### config.mk
export PLATFORM = sky130hd
export DESIGN_NAME = serial_pattern_tx
export DESIGN_NICKNAME = d
export VERILOG_FILES = /design/src/rtl/serial_pattern_tx.sv
export SDC_FILE = /design/constraint.sdc
export NUM_CORES = 1
export LEC_CHECK = 0
export CAP_MARGIN = 25
export CORE_ASPECT_RATIO = 2
export CORE_MARGIN = 2
export CORE_UTILIZATION = 32
export CTS_BUF_LIST = sky130_fd_sc_hd__clkbuf_8
export CTS_CLUSTER_DIAMETER = 100
export DETAILED_ROUTE_END_ITERATION = 6
export SETUP_SLACK_MARGIN = 0.02
export SYNTH_ARGS = -nofsm -noshare
export SYNTH_HDL_FRONTEND = slang
export SYNTH_SLANG_ARGS = --single-unit
### constraint.sdc
create_clock -name clk -period 1.6 [get_ports clk]
set_input_delay 0.16 -clock clk [delete_from_list [all_inputs] [get_ports clk]]
set_output_delay 0.16 -clock clk [all_outputs]
set_load 0.03 [all_outputs]
### src/rtl/serial_pattern_tx.sv
// Parallel-to-serial transmitter: WIDTH-bit words in over valid/ready,
// shifted out on x one bit per DIV clocks, with a one-entry holding
// register so consecutive words leave with no idle gap.
module serial_pattern_tx #(
  parameter int   WIDTH     = 8,
  parameter int   DIV       = 1,
  parameter bit   MSB_FIRST = 1'b1,
  parameter logic IDLE_BIT  = 1'b0
) (
  input  logic             clk,
  input  logic             reset_n,
  input  logic [WIDTH-1:0] data_in,
  input  logic             valid,
  output logic             ready,
  output logic             x,
  output logic             x_valid,
  output logic             busy,
  output logic             done
);

  localparam int BW = (WIDTH > 1) ? $clog2(WIDTH) : 1;
  localparam int DW = (DIV > 1) ? $clog2(DIV) : 1;
  localparam logic [BW-1:0] BIT_LAST = BW'(WIDTH - 1);
  localparam logic [DW-1:0] DIV_LAST = DW'(DIV - 1);

  typedef enum logic {IDLE, SHIFT} state_t;

  state_t           state_q, state_d;
  logic [WIDTH-1:0] hold_q, hold_d;
  logic             hold_full_q, hold_full_d;
  logic [WIDTH-1:0] shift_q, shift_d;
  logic [BW-1:0]    bit_cnt_q, bit_cnt_d;
  logic [DW-1:0]    div_cnt_q, div_cnt_d;
  logic             x_q, x_d;
  logic             x_valid_q, x_valid_d;
  logic [WIDTH-1:0] shift_nxt;

  // The bit that leaves first from a word sitting in the shift register.
  function automatic logic first_bit(input logic [WIDTH-1:0] w);
    return MSB_FIRST ? w[WIDTH-1] : w[0];
  endfunction

  // ready depends only on registered state, so a source may tie valid to it freely.
  assign ready     = reset_n && !hold_full_q;
  assign busy      = (state_q == SHIFT) || hold_full_q;
  assign done      = (state_q == SHIFT) && (bit_cnt_q == BIT_LAST) && (div_cnt_q == DIV_LAST);
  assign x         = x_q;
  assign x_valid   = x_valid_q;
  assign shift_nxt = MSB_FIRST ? (shift_q << 1) : (shift_q >> 1);

  // Next-state: hold->shift transfer, bit/div counting, and the accept path.
  always_comb begin
    state_d     = state_q;
    hold_d      = hold_q;
    hold_full_d = hold_full_q;
    shift_d     = shift_q;
    bit_cnt_d   = bit_cnt_q;
    div_cnt_d   = div_cnt_q;
    x_d         = x_q;
    x_valid_d   = x_valid_q;

    case (state_q)
      IDLE: begin
        if (hold_full_q) begin
          state_d     = SHIFT;
          shift_d     = hold_q;
          hold_full_d = 1'b0;
          bit_cnt_d   = '0;
          div_cnt_d   = '0;
          x_d         = first_bit(hold_q);
          x_valid_d   = 1'b1;
        end
      end
      SHIFT: begin
        if (div_cnt_q != DIV_LAST) begin
          div_cnt_d = div_cnt_q + DW'(1);
        end else if (bit_cnt_q != BIT_LAST) begin
          div_cnt_d = '0;
          bit_cnt_d = bit_cnt_q + BW'(1);
          shift_d   = shift_nxt;
          x_d       = first_bit(shift_nxt);
        end else if (hold_full_q) begin
          // Chain straight into the held word: x_valid never drops.
          shift_d     = hold_q;
          hold_full_d = 1'b0;
          bit_cnt_d   = '0;
          div_cnt_d   = '0;
          x_d         = first_bit(hold_q);
        end else begin
          state_d   = IDLE;
          bit_cnt_d = '0;
          div_cnt_d = '0;
          x_d       = IDLE_BIT;
          x_valid_d = 1'b0;
        end
      end
      default: state_d = IDLE;
    endcase

    // ready is low whenever a transfer empties the register, so these never collide.
    if (valid && ready) begin
      hold_d      = data_in;
      hold_full_d = 1'b1;
    end
  end

  // State register; reset aborts any word in flight and drops the held word.
  always_ff @(posedge clk or negedge reset_n) begin
    if (!reset_n) begin
      state_q     <= IDLE;
      hold_q      <= '0;
      hold_full_q <= 1'b0;
      shift_q     <= '0;
      bit_cnt_q   <= '0;
      div_cnt_q   <= '0;
      x_q         <= IDLE_BIT;
      x_valid_q   <= 1'b0;
    end else begin
      state_q     <= state_d;
      hold_q      <= hold_d;
      hold_full_q <= hold_full_d;
      shift_q     <= shift_d;
      bit_cnt_q   <= bit_cnt_d;
      div_cnt_q   <= div_cnt_d;
      x_q         <= x_d;
      x_valid_q   <= x_valid_d;
    end
  end

endmodule

Word level (Yosys, flattened, before mapping)
Cells that the tools add are included.
{"block": "op_classes", "muxes": 29, "magnitude_cmp": 0, "bitwise_logic": 2, "reduce_logical": 9, "n_mul": 0, "n_div": 0, "addsub": 2, "shifts": 0, "eq_ne": 8}
{"operator": "2-to-1 mux 8 bit", "n": 3}
{"operator": "2-to-1 mux 1 bit", "n": 16}
{"operator": "case mux 8 bit (2 select lines)", "n": 1}
{"operator": "case mux 1 bit (2 select lines)", "n": 5}
{"operator": "2-to-1 mux 3 bit", "n": 3}
{"operator": "inequality test 2 bit (second input constant)", "n": 4}
{"operator": "inequality test 3 x 2 -> 1 bit (second input constant)", "n": 2}
{"operator": "case mux 3 bit (2 select lines)", "n": 1}
{"operator": "logical AND 1 bit", "n": 4}
{"operator": "AND reduction 2 bit", "n": 2}
{"operator": "AND reduction 4 bit", "n": 1}
{"operator": "adder 3 x 1 -> 3 bit (second input constant)", "n": 1}
{"operator": "equality test 3 bit (second input constant)", "n": 1}
{"operator": "inequality test 3 bit (second input constant)", "n": 1}
{"operator": "inverter 1 bit", "n": 2}
{"operator": "adder 1 bit (second input constant)", "n": 1}
{"operator": "zero test 1 bit", "n": 1}
{"operator": "logical OR 1 bit", "n": 1}
{"block": "word_totals", "mem_bits_ro": 0, "mem_count": 0, "latchBits": 0, "mem_bits_rw": 0, "ff_bits": 24, "word_cells": 58, "output_inout_bits": 5}

Longest topological paths before layout
Gate-level depths: netlist of the first run.
{"block": "depth", "word_depth": 5, "mapped_depth": 6, "ltp_nobuf": 5}

Least setup slack after synthesis of the first run
OpenSTA, ideal clock, no wires.
{"block": "synth_path", "path_type": "register to register", "from": "register bit_cnt_q[0]", "to": "register shift_q[1]", "slack_ps": 236, "setup_time_ps": 126, "path_stages_with_launch": 6, "arrival_time_ps": 1238, "synth_period_minus_slack_ps": 1364, "path_cell_list": "dfrtp_1 ha_1 ha_1 and2b_1 buf_6 o21ai_0"}
{"block": "synth_via", "elab_chain_cells": 4}
{"item": "from (decl)", "line_no": "32", "text": "logic [BW-1:0] bit_cnt_q, bit_cnt_d;"}
{"item": "from (signal assigned)", "line_no": "123", "text": "bit_cnt_q <= bit_cnt_d;"}
{"item": "inequality test 3 bit", "line_no": "77", "text": "end else if (bit_cnt_q != BIT_LAST) begin"}
{"item": "2-to-1 mux 8 bit", "line_no": "77"}
{"item": "2-to-1 mux 8 bit", "line_no": "75", "text": "if (div_cnt_q != DIV_LAST) begin"}
{"item": "case mux 8 bit (2 select lines)", "line_no": "62", "text": "case (state_q)"}
{"item": "named net shift_d[1]", "line_no": "31", "text": "logic [WIDTH-1:0] shift_q, shift_d;"}
{"item": "to (signal assigned)", "line_no": "122", "text": "shift_q <= shift_d;"}
{"item": "to (decl)", "line_no": "31"}
The timed path passes the listed nets, and every way through them passes these cells. The select of a mux whose other input is x is not followed.
A chain may end at the register's enable or synchronous reset.

Worst setup path after layout of the first run
{"block": "layout_path", "from": "register bit_cnt_q[1]", "to": "output port done"}
{"block": "layout_via", "elab_chain_cells": 3}
{"item": "equality test 3 bit", "line_no": "46", "text": "assign done = (state_q == SHIFT) && (bit_cnt_q == BIT_LAST) && (div_cnt_q == DIV_LAST);"}
{"item": "logical AND 1 bit (2 in a row)", "line_no": "46"}
{"item": "to (decl)", "line_no": "18", "text": "output logic done"}
No other way between the ends.

==> results of run 1 <==
-- routing by layer --
metal / up-vias / track usage (%) / routed length [um]
met5: - / 0 / 0
met4: 0 / 7.438 / 60
met3: 7 / 2.174 / 60
met2: 14 / 17.65 / 888
met1: 307 / 12.90 / 700
li1: 307 / - / -
-- report_power, final --
| part | total (uW) | switching, uW | internal [uW] |
|---|---|---|---|
| sequential | 965 | 162 | 802 |
| clock | 324 | 157 | 167 |
| combinational | 1060 | 475 | 582 |
-- area by class of cell --
class / count / area [um^2] / area share (%)
Clock buffer: 3 / 41.29 / 3.284
Inverter: 3 / 11.26 / 0.8955
Multi-Input combinational cell: 49 / 424.2 / 33.73
Sequential cell: 22 / 550.5 / 43.78
Tap cell: 30 / 37.54 / 2.985
Timing Repair Buffer: 22 / 192.7 / 15.32
-- through the flow --
step	util [%]	hold WS [ns]	std cells
5_1_grt	42.23	0.3460	129
3_5_place_dp	41.09	0.4730	127
4_1_cts	42.31	0.3378	130
6_report	42.23	0.3219	129
2_1_floorplan	-	-0.1356	78
3_3_place_gp	41.09	0.4611	127
-- final timing paths --
path,startpoint,endpoint
hold / removal,reset_n,x_valid$_DFFE_PN0P_
hold reg to reg,shift_q[5]$_DFF_PN0_,shift_q[6]$_DFF_PN0_
min in group clk,shift_q[5]$_DFF_PN0_,shift_q[6]$_DFF_PN0_
setup / recovery,bit_cnt_q[1]$_DFFE_PN0P_,done
setup reg to reg,bit_cnt_q[1]$_DFFE_PN0P_,shift_q[3]$_DFF_PN0_
max in group asynchronous,reset_n,hold_q[7]$_DFFE_PN0P_
-- cell usage in the layout (no fill, tap or decap) --
cell type / count
nor2b_4: 1
clkbuf_8: 3
a32oi_1: 1
a22o_1: 2
nor2_1: 3
and2b_4: 1
o21ai_0: 9
nand2_1: 8
buf_4: 9
buf_2: 1
mux2i_1: 8
nand2_4: 1
a21oi_1: 1
dfrtp_1: 22
ha_4: 1
mux2_4: 8
inv_1: 3
and2_1: 1
ha_1: 1
or2_2: 1
ha_2: 1
clkdlybuf4s50_1: 12
o22ai_1: 1
-- flip-flops by register name, summed over array words and instances, names as in the netlist --
name and flops:
shift_q 7, x_valid 1, bit_cnt_q 3, hold_q 8
x 1, hold_full_q 1, state_q 1
-- worst max-delay path: cells and delay by family (launching register included) --
kind | cells | cell delay [ns]
flops | 1 | 0.40
fa+ha+maj | 2 | 0.36
buf+inv | 1 | 0.17
simple gates | 1 | 0.14
-- timing repair --
item	4_1_cts	5_1_grt
pin swaps	0	1
endpoints found under the setup margin	1	9
hold buffers	0	0
resized for setup	5	5
-- cells by family (layout without fill, tap and decap cells) --
logic type	count (synthesis)	after routing	synth area share, %
buffers and inverters	7	28	4.613
AOI/OAI and AO/OA	14	14	8.230
muxes	16	16	19.95
adders and majority gates	3	3	3.741
and+or+nand+nor	16	16	8.604
DFF	22	22	54.86
==> key figures, run 1 <==
STA
  – Final TNS setup: 0 ns
  – Clock Skews: 0.002147 ns
  – Slew HR: 79.83%
  – Fin worst setup slack: 0.1146 ns
  – Final period utilization: 92.83%
  – F_max: 673.2 MHz
  – RSZ-0062 raised after global routing: false
  – Fin. Hold Viols: 0
  – Post-layout min period: 1.485 ns
  – Final setup viols: 0
  – Max-slew violation count: 0
  – Worst Tran Pin Value: 0.3015 ns

Global route
  – Number of global-route vias before repair: 698
  – Largest net degree at the start of global routing: 23
  – First-pass GRT wire length: 3063 um
  – Initial antenna violation count: 0
  – Global route total overflow: 0
  – Total GRT Usage: 11.13%

Logic synthesis
  – Ys async rst share: 100.0%
  – Main synth FF type: dfrtp_1
  – Synth cell types: 20
  – Sequential area share after synthesis: 54.86%
  – Top post-synthesis cells by area: dfrtp_1, mux2_4, mux2i_1, o21ai_0, ha_1
  – Yosys top cell by area: dfrtp_1
  – Avg Inst Size Synth: 12.86 um^2
  – Post-synth EDFFs: 0
  – Mapped cell area: 1003 um^2
  – Yosys top cell area share: 54.86%
  – Most common cell in the synthesized netlist: dfrtp_1
  – Gate Count Post-Synth: 78
  – Synthesized Nets: 92
  – Yosys warnings: 0
  – Synthesis-stage register bit count: 22
  – List of most frequent post-synthesis cells: dfrtp_1, o21ai_0, mux2_4, mux2i_1, nand2_1

Die
  – DIE HEIGHT: 83.19 um
  – Die Width: 43.60 um
  – Initial Util: 33.70%
  – Core footprint: 2978 um^2
  – # rows: 28
  – Ports: 16
  – Die area: 3627 um^2

Critical path
  – Arrival time worst endpoint: 1.33 ns
  – CP max stage cell: dfrtp_1
  – Worst path max stage delay: 0.40 ns
  – Crit path cell chain: ha_2 > ha_4 > and2_1 > buf_2
  – Startpoint types: flop
  – Setup CP Type: flop to primary output
  – CP Max Fanout: 2
  – Req. time, crit path: 1.44 ns
  – Reg2Reg Depth: 5
  – FF-to-FF setup slack: 0.13 ns
  – Worst setup EP type: primary output

Drt
  – Remaining DRCs: 0
  – Avg WL per Cell: 13.26 um
  – Vias after detailed routing: 635
  – Drt pass-1 iters: 4
  – Post-route ant nets: 0
  – Post-Route WL: 1710 um
  – Initial drt markers: 14
  – Vias/cell: 4.922

Placed design
  – Port bufs: 15
  – Hpwl dp: 1281 um
  – Pre-CTS WS: -0.06740 ns
  – GP Congestion: 0.8221
  – Placed inst area: 1224 um^2

Clock network
  – CTS tree: built
  – Root buffer cell: clkbuf_8
  – CTS clk-pin slew, worst paths: 0.07 ns
  – CTS Buf Count: 3
  – Post-CTS Setup Bufs: 0
  – H-tree depth: 1
  – Clk Latency, worst-skew pair: 0.25 ns
  – CTS sink count: 22
  – Clk buf depth: 2

Power
  – Leak: 0.0006041 uW
  – Tot Pwr: 2345 uW
  – PD cells: 1865 nW/um^2
  – Peak VDD IR: 658.0 uV

Layout
  – Layout filler cell count: 282
  – Nets: 115
  – Inserted Diodes: 0
  – Final Cell Area: 1257 um^2
  – Layout cell share with drive strength beyond 1: 27.27%
  – Area Growth Syn to Fin: 25.31%

Status
  – Outcome: finished clean

Run
  – Max-Cap Viols: 0

Min path
  – Hold Crit Class: input pin to async pin
(Power assumes the default switching activity.)
==> inputs of run 2 (changes only) <==
- CORE_ASPECT_RATIO: 2 -> unset
- CORE_UTILIZATION: 32 -> 54
- PLACE_DENSITY_LB_ADDON: unset -> 0.25
==> key figures, run 2 (synthesis results as in run 1) <==
Layout
  – Max reg flops: 8
  – Largest regs: hold_q x8, shift_q x7, bit_cnt_q x3
  – Post-route insts no fill: 126
  – Commonest cells after routing, fill and taps aside: dfrtp_1, clkdlybuf4s50_1, buf_4
  – Fin util: 74.55%
  – Biggest register: hold_q
  – Nets: 116
  – Area Growth Syn to Fin: 29.68%
  – Layout cell share with drive strength beyond 1: 28.71%
  – Inserted Diodes: 0
  – Commonest non-fill, non-tap cell in the layout: dfrtp_1

Min path
  – Hold Crit Class: input pin to async pin

Run
  – Max-Cap Viols: 0

STA
  – Slew HR: 79.68%
  – Clock Skews: 0.005007 ns
  – Worst Tran Pin Value: 0.3039 ns
  – F_max: 660.2 MHz
  – Post-layout min period: 1.515 ns
  – Final period utilization: 94.67%
  – RSZ-0062 raised after global routing: false
  – Fin. Hold Viols: 0
  – Final setup viols: 0
  – Max-slew violation count: 0
  – Fin worst setup slack: 0.08532 ns

Die
  – # rows: 15
  – Ports: 16
  – Core footprint: 1745 um^2
  – Initial Util: 57.49%
  – Die area: 2219 um^2
  – DIE HEIGHT: 47.11 um
  – Die Width: 47.11 um

Clock network
  – CTS sink count: 22
  – CTS tree: built
  – CTS Hold Buffers Added: 0
  – CTS clk-pin slew, worst paths: 0.08 ns
  – Clk Latency, worst-skew pair: 0.26 ns
  – Root buffer cell: clkbuf_8
  – H-tree depth: 1
  – CTS Buf Count: 3
  – Clk buf depth: 2

Critical path
  – Worst setup EP type: flop
  – CP Depth: 6
  – Reg2Reg Depth: 6
  – Arrival time worst endpoint: 1.66 ns
  – CP Max Fanout: 15
  – Family with the most delay on the worst path: simple AND/OR/NAND/NOR gates
  – FF-to-FF setup slack: 0.09 ns
  – Worst reg2reg startpoint: bit_cnt_q[1]$_DFFE_PN0P_
  – Critical Path End: state_q$_DFF_PN0_
  – Buf/Inv on CP: 2
  – Crit path cell chain: ha_2 > ha_4 > buf_4 > and2b_1 > buf_12 > or2_2
  – Startpoint types: flop
  – Req. time, crit path: 1.75 ns
  – CP max stage cell: dfrtp_1
  – Crit path launch: bit_cnt_q[1]$_DFFE_PN0P_
  – Reg2reg end: state_q$_DFF_PN0_
  – Worst path max stage delay: 0.36 ns
  – Setup CP Type: flop to flop

Power
  – Power share of the combinational group: 43.8%
  – Net switching power: 859.9 uW
  – Clk pwr share: 19.3%
  – PD cells: 2024 nW/um^2
  – Int Power: 1774 uW
  – Share of power burned in registers: 36.9%
  – Switching part of the total: 32.65%
  – Leak: 0.0006246 uW
  – Peak VDD IR: 1193 uV

Placed design
  – Hpwl dp: 1210 um
  – Pre-CTS WS: -0.05588 ns
  – Cells after DPL: 120
  – GP Congestion: 0.7770
  – Port bufs: 15

Global route
  – Number of global-route vias before repair: 634
  – First-pass GRT wire length: 2739 um
  – Initial antenna violation count: 0
  – Total GRT Usage: 18.47%
  – Global route total overflow: 0
  – Largest net degree at the start of global routing: 23

Drt
  – Drt pass-1 iters: 4
  – Avg WL per Cell: 14.39 um
  – Remaining DRCs: 0
  – Post-Route WL: 1813 um
  – Post-route ant nets: 0
  – Initial drt markers: 17
  – Vias after detailed routing: 673
  – Vias/cell: 5.341

Status
  – Outcome: finished clean
run 2: worst reg2reg max path: cells and delay by family (launching register included):
family | cells | cell delay [ns]
adder cells (fa/ha/maj) | 2 | 0.34
flip-flops | 1 | 0.36
buffers and inverters | 2 | 0.24
AND/OR/NAND/NOR | 2 | 0.46
run 2: how the worst min path moves through the flow:
stage	slack (ns)	endpoint	from	depth (start not counted)
2_1_floorplan	-0.14	bit_cnt_q[0]$_DFFE_PN0P_	reset_n	0
3_3_place_gp	0.46	shift_q[3]$_DFF_PN0_	shift_q[2]$_DFF_PN0_	2
3_5_place_dp	0.47	shift_q[1]$_DFF_PN0_	shift_q[0]$_DFF_PN0_	2
4_1_cts	0.29	hold_full_q$_DFFE_PN0P_	reset_n	2
5_1_grt	0.31	bit_cnt_q[0]$_DFFE_PN0P_	reset_n	2
6_report	0.28	hold_full_q$_DFFE_PN0P_	reset_n	2
run 2: repair_timing:
action | CTS | global route
hold endpoints to repair | 0 | 0
gates resized for setup | 5 | 5
endpoints found under the setup margin | 1 | 4
setup buffers | 0 | 2
run 2: metrics by stage:
stage / hold WS (ns) / instance area (um^2) / TNS [ns] / total power, uW
final: 0.2764 / 1301 / 0 / 2634
after global routing: 0.3149 / 1301 / 0 / 2792
after CTS: 0.2852 / 1269 / 0 / 2581
after detailed placement: 0.4733 / 1202 / -0.05588 / 2059
after global placement: 0.4609 / 1202 / -0.04141 / 2004
after floorplan: -0.1356 / 1003 / 0 / 1740
run 2: final cells by class:
type | instances | area, um^2
multi-input cells | 49 | 424.2
inverters | 3 | 11.26
clock buffers | 3 | 41.29
fillers | 114 | 444.2
flip-flops and latches | 22 | 550.5
well taps | 25 | 31.28
repair buffers | 23 | 212.7
clock inverters | 1 | 30.03
run 2: routing by layer:
metal  share of wire, %  GRT usage, %
met5                  0             0
met1                 41         21.50
met2                 52         31.51
met3                6.2         6.923
met4               0.61         6.111
run 2: power by group through the flow:
stage	clock network, uW	registers (uW)	logic (uW)
after floorplan	0	935	805
after global placement	0	954	1050
after detailed placement	0	967	1090
after CTS	522	962	1100
after global routing	544	994	1250
final	509	972	1150
